[config.mk]
export PLATFORM = sky130hd
export DESIGN_NAME = bfly_stage_ctrl
export DESIGN_NICKNAME = d
export VERILOG_FILES = /design/src/rtl/fft_pkg.sv /design/src/rtl/valid_pipe.sv /design/src/rtl/bfly_stage_ctrl.sv
export SDC_FILE = /design/constraint.sdc
export NUM_CORES = 1
export LEC_CHECK = 0
export BUFFER_PORTS_ARGS = -buffer_cell sky130_fd_sc_hd__buf_4
export CORE_MARGIN = 2
export CORE_UTILIZATION = 53
export DETAILED_ROUTE_END_ITERATION = 10
export GPL_TIMING_DRIVEN = 0
export PLACE_DENSITY = 0.77
export SLEW_MARGIN = 5
export SYNTH_ARGS = -nofsm -noshare
export SYNTH_HDL_FRONTEND = slang
export SYNTH_SLANG_ARGS = --single-unit
[constraint.sdc]
create_clock -name clk -period 2.2 [get_ports clk]
set_input_delay 0.33 -clock clk [delete_from_list [all_inputs] [get_ports clk]]
set_output_delay 0.33 -clock clk [all_outputs]
set_load 0.005 [all_outputs]
[src/rtl/fft_pkg.sv]
// Shared FFT definitions: frame geometry, the stage sequencer state type and the
// stage output mux encodings.
package fft_pkg;

    localparam int unsigned FFT_NUM   = 16;
    localparam int unsigned FFT_DATA  = 512;
    localparam int unsigned FFT_COUNT = FFT_DATA / FFT_NUM;

    typedef enum logic [1:0] {
        IDLE,
        FILL,
        CALC,
        DRAIN
    } bfly_state_e;

    localparam logic SEL_SUM = 1'b0;
    localparam logic SEL_SR  = 1'b1;

endpackage

[src/rtl/valid_pipe.sv]
// Fixed-latency valid delay that tracks the butterfly register latency.
// Synchronous clear drops every beat in flight.
module valid_pipe #(
    parameter int unsigned LAT = 1
) (
    input  logic clk,
    input  logic rstn,
    input  logic clear,
    input  logic din,
    output logic dout
);

    logic [LAT-1:0] pipe;

    always_ff @(posedge clk or negedge rstn) begin
        if (!rstn) begin
            pipe <= '0;
        end else if (clear) begin
            pipe <= '0;
        end else begin
            pipe[0] <= din;
            for (int i = 1; i < LAT; i++) begin
                pipe[i] <= pipe[i-1];
            end
        end
    end

    assign dout = pipe[LAT-1];

endmodule

[src/rtl/bfly_stage_ctrl.sv]
// Sequencer for one radix-2 SDF butterfly stage: fill / calculate / drain schedule,
// delay-line and butterfly strobes, twiddle addressing and upstream throttling.
module bfly_stage_ctrl
    import fft_pkg::*;
#(
    parameter int unsigned NUM      = FFT_NUM,
    parameter int unsigned DATA     = FFT_DATA,
    parameter int unsigned COUNT    = DATA / NUM,
    parameter int unsigned HALF     = COUNT / 2,
    parameter int unsigned BFLY_LAT = 1
) (
    input  logic                    clk,
    input  logic                    rstn,
    input  logic                    valid_in,
    input  logic                    clear,
    output logic                    in_ready,
    output logic                    sr_shift,
    output logic                    sr_wsel,
    output logic                    bfly_en,
    output logic                    out_sel,
    output logic [$clog2(HALF)-1:0] tw_addr,
    output logic                    valid_out,
    output logic                    frame_done,
    output logic                    ovf
);

    localparam int unsigned BEAT_W = $clog2(COUNT);
    localparam int unsigned DCNT_W = $clog2(HALF);

    localparam logic [BEAT_W-1:0] FILL_LAST  = BEAT_W'(HALF - 1);
    localparam logic [BEAT_W-1:0] CALC_LAST  = BEAT_W'(COUNT - 1);
    localparam logic [DCNT_W-1:0] DRAIN_LAST = DCNT_W'(HALF - 1);

    bfly_state_e       state;
    logic [BEAT_W-1:0] beat;
    logic [DCNT_W-1:0] dcnt;
    logic              accept;
    logic              pipe_in;

    always_ff @(posedge clk or negedge rstn) begin
        if (!rstn) begin
            state <= IDLE;
            beat  <= '0;
            dcnt  <= '0;
            ovf   <= 1'b0;
        end else if (clear) begin
            state <= IDLE;
            beat  <= '0;
            dcnt  <= '0;
            ovf   <= 1'b0;
        end else begin
            if (valid_in && !in_ready) begin
                ovf <= 1'b1;
            end
            unique case (state)
                IDLE: begin
                    // The accepted beat is FILL beat 0, so counting resumes at 1.
                    if (valid_in) begin
                        state <= FILL;
                        beat  <= BEAT_W'(1);
                    end
                end
                FILL: begin
                    if (valid_in) begin
                        beat <= beat + BEAT_W'(1);
                        if (beat == FILL_LAST) begin
                            state <= CALC;
                        end
                    end
                end
                CALC: begin
                    if (valid_in) begin
                        if (beat == CALC_LAST) begin
                            state <= DRAIN;
                            beat  <= '0;
                        end else begin
                            beat <= beat + BEAT_W'(1);
                        end
                    end
                end
                DRAIN: begin
                    if (dcnt == DRAIN_LAST) begin
                        state <= IDLE;
                        dcnt  <= '0;
                    end else begin
                        dcnt <= dcnt + DCNT_W'(1);
                    end
                end
                default: state <= IDLE;
            endcase
        end
    end

    always_comb begin
        in_ready   = (state != DRAIN);
        accept     = valid_in & in_ready & ~clear;
        sr_shift   = 1'b0;
        sr_wsel    = 1'b0;
        bfly_en    = 1'b0;
        out_sel    = SEL_SUM;
        tw_addr    = '0;
        frame_done = 1'b0;
        pipe_in    = 1'b0;
        unique case (state)
            IDLE, FILL: begin
                sr_shift = accept;
            end
            CALC: begin
                if (accept) begin
                    bfly_en  = 1'b1;
                    sr_shift = 1'b1;
                    sr_wsel  = 1'b1;
                    pipe_in  = 1'b1;
                end
            end
            DRAIN: begin
                sr_shift   = 1'b1;
                out_sel    = SEL_SR;
                tw_addr    = dcnt;
                pipe_in    = 1'b1;
                frame_done = (dcnt == DRAIN_LAST);
            end
            default: ;
        endcase
    end

    valid_pipe #(
        .LAT (BFLY_LAT)
    ) u_valid_pipe (
        .clk   (clk),
        .rstn  (rstn),
        .clear (clear),
        .din   (pipe_in),
        .dout  (valid_out)
    );

endmodule

==> results_dict.tcl <==
set metrics [dict create \
    cts-root-buf "clkbuf_4" \
    relSlewSlack_pct 83.20 \
    cts_tree "built" \
    busiest_layer "met2" \
    slowest_delay_ns 0.52 \
    vias_per_cell 5.525 \
    gr-usage-met2_pct 33.82 \
    crit_slowest_cell "or4_4" \
    setup_violations 0 \
    first_iter_violations 3 \
    netlist.area_leader.share_pct 37.96 \
    synth.area.top_cells "dfrtp_1 38%, ha_1 13%, a21oi_1 4.1%, inv_1 3.5%, nand2_1 3.5%" \
    grt_pass1_wl_mm 2.829 \
    grt_pass1_vias 626 \
    yosys.area_share.xor_xnor_pct 1.022 \
    area_growth_pct 18.98 \
    leakagePower_nw 0.5304 \
    clkTransAtPathRegs_ns 0.08 \
    status "finished, final reports clean" \
    yosys-top-cells-count "13 x dfrtp_1, 9 x ha_1, 8 x inv_1, 8 x nand2_1" \
    power_density_mw_per_mm2 823.4 \
    use_met1_pct 24.47 \
    fin_skew_ns 0.001598 \
    period_share_pct 92.88 \
    cp_top_family "simple AND/OR/NAND/NOR gates" \
    grt_max_degree 14 \
    synth.most_common_cell "dfrtp_1" \
    grt_use_met3_pct 2.449 \
    critical_path_class "reg -> reg" \
    hold_viol 0 \
    ys_seq_area_share_pct 37.96 \
    synth_edf_count 0 \
    path_max_fanout 5 \
    ant_nets 0 \
    crit_chain "ha_1, and3_1, ha_1, and2b_1, o21bai_4, or4_4, o211ai_2" \
    irDropWorstVdd_mv 0.5153 \
    antenna_found_initial 0 \
    netlist_instances 87 \
    tightestPinTransition_ns 0.2487 \
    cp_num_buf_inv 0 \
    synth_mux_area_share_pct 3.650 \
    setup_tns_ns 0 \
    place_hpwl_mm 1.191 \
    rows 14 \
    synth_seq_cells 13 \
    drc 0 \
    critPathArrivalTime_ns 2.25 \
    rsz0062_at_grt "no" \
    synth.distinct_cells 33 \
    clock_latency_ns 0.28 \
    synth_fa_ha_area_share_pct 13.14 \
    utilization_pct 67.69 \
    hold_path_class "in -> reg" \
    post_cts_buffers 0 \
    ys_async_sr_fraction_pct 100.0 \
    start_util_pct 56.89 \
    fin_crit_ns 2.043 \
    via_count 674 \
    drv_cap 0 \
    drt_pass1_iterations 4 \
    worstSetupStartpointType "flop" \
    gp_congestion 0.7613 \
    critPathMostFrequentCell "ha_1" \
    fillers 131 \
    cp-end-kind "flop" \
    final_cells 122 \
    synth_compound_area_share_pct 17.81 \
    layout-drive-gt1-share_pct 24.53 \
    wire_per_inst_um 12.75 \
    coreArea_sq_mm 0.001506 \
    num_io_pins 16 \
    synthesis.area_sq_um 857.1 \
    dieArea_sq_mm 0.001955 \
    grt_usage_pct 19.91 \
    wl_mm 1.555 \
    critPathRequiredTime_ns 2.41 \
    p_total_mw 0.8396 \
    numCtsBuffers 3 \
    synthSimpleGateAreaFrac_pct 20.29 \
    slew_violations 0 \
    placedCellCount 117 \
    yosysWarnings 0 \
    avgSynthCellArea_sq_um 9.851 \
    ys.flop_type "dfrtp_1" \
    synth_top_family_by_area "simple AND/OR/NAND/NOR gates" \
    diodes 0 \
    overflow 0 \
    cts_buffer_depth 2 \
    clock-sinks 13 \
    synth_area_leader_cell "dfrtp_1" \
    rrSetupSlack_ns 0.16 \
    die_h_um 44.22 \
    syn-num-nets 100 \
    port_buffers 14 \
    die_w_um 44.22 \
    clock.fmax_mhz 489.4 \
    num-nets-final 120 \
    htree_levels 1 \
]
## final timing paths
| check | startpoint | endpoint | cells after the start |
|---|---|---|---|
| worst max-delay path | beat[0] | beat[3] | 7 |
| worst min-delay path | clear | dcnt[3] | 2 |
| worst max register to register | beat[0] | beat[3] | 7 |
| worst min register to register | ovf | ovf | 2 |
| max in group asynchronous | rstn | dcnt[1] | 2 |
| min in group asynchronous | rstn | beat[2] | 2 |
## cell families after synthesis
kind of cell	count (synthesis)
mux	3
buf+inv	11
compound gates	19
flops	13
simple gates	31
fa+ha+maj	9
xor+xnor	1
## flip-flops by register name (all words and copies together), names as in the netlist
name / count
beat: 5
dcnt: 4
ovf: 1
state: 2
u_valid_pipe.dout: 1
## timing repair
item	in CTS	in global routing
hold buffers	1	0
setup endpoints to repair	0	1
gates resized for setup	0	2
endpoints found under the hold margin	13	0
## worst reg2reg max path: stages (launching register included)
cell and delay (ns):
dfrtp_1 0.42, ha_1 0.23, and3_1 0.20, ha_1 0.18, and2b_1 0.26, o21bai_4 0.10
or4_4 0.52, o211ai_2 0.07
## layout make-up
cell class                      count  area (sq um)  area share (%)
Timing Repair Buffer               15         115.1           11.29
Buffer                              3         23.77           2.331
Tap cell                           16         20.02           1.963
Multi-Input combinational cell     63         479.2           46.99
Sequential cell                    13         325.3           31.90
Clock buffer                        4         26.28           2.577
Inverter                            8         30.03           2.945
## metrics by stage
stage / area [sq um] / hold WS [ns] / setup slack, ns
floorplan: 857.1 / 0.03441 / 0.2705
global placement: 982.2 / 0.1817 / 0.1866
detailed placement: 982.2 / 0.1855 / 0.1554
CTS: 1018 / 0.2535 / 0.05784
global route: 1020 / 0.2654 / 0.04407
finish: 1020 / 0.2519 / 0.1566
## routing by layer
metal	share of wire, %	vias up	wire (um)
met2	49	11	760
met3	3.0	5	47
met1	46	321	713
met5	0	-	0
li1	-	337	-
met4	2.2	0	34
## where the power goes
group | internal (mW) | total [mW] | switching, mW | leakage (nW)
clock network | 0.0704 | 0.155 | 0.0844 | 0.0150
logic | 0.170 | 0.380 | 0.210 | 0.337
registers | 0.273 | 0.305 | 0.0319 | 0.178
## cell usage in the layout, fill, tap and decap left out, types with 2 or more instances in the layout
master,n
and2_1,3
nor2_1,7
a21oi_1,7
nand3_1,3
a21o_1,2
nand2_1,8
and3_1,2
ha_1,9
o21bai_1,2
buf_4,15
mux2i_1,2
clkbuf_4,3
dfrtp_1,13
inv_1,8
Power figures use the tool's default switching activity.
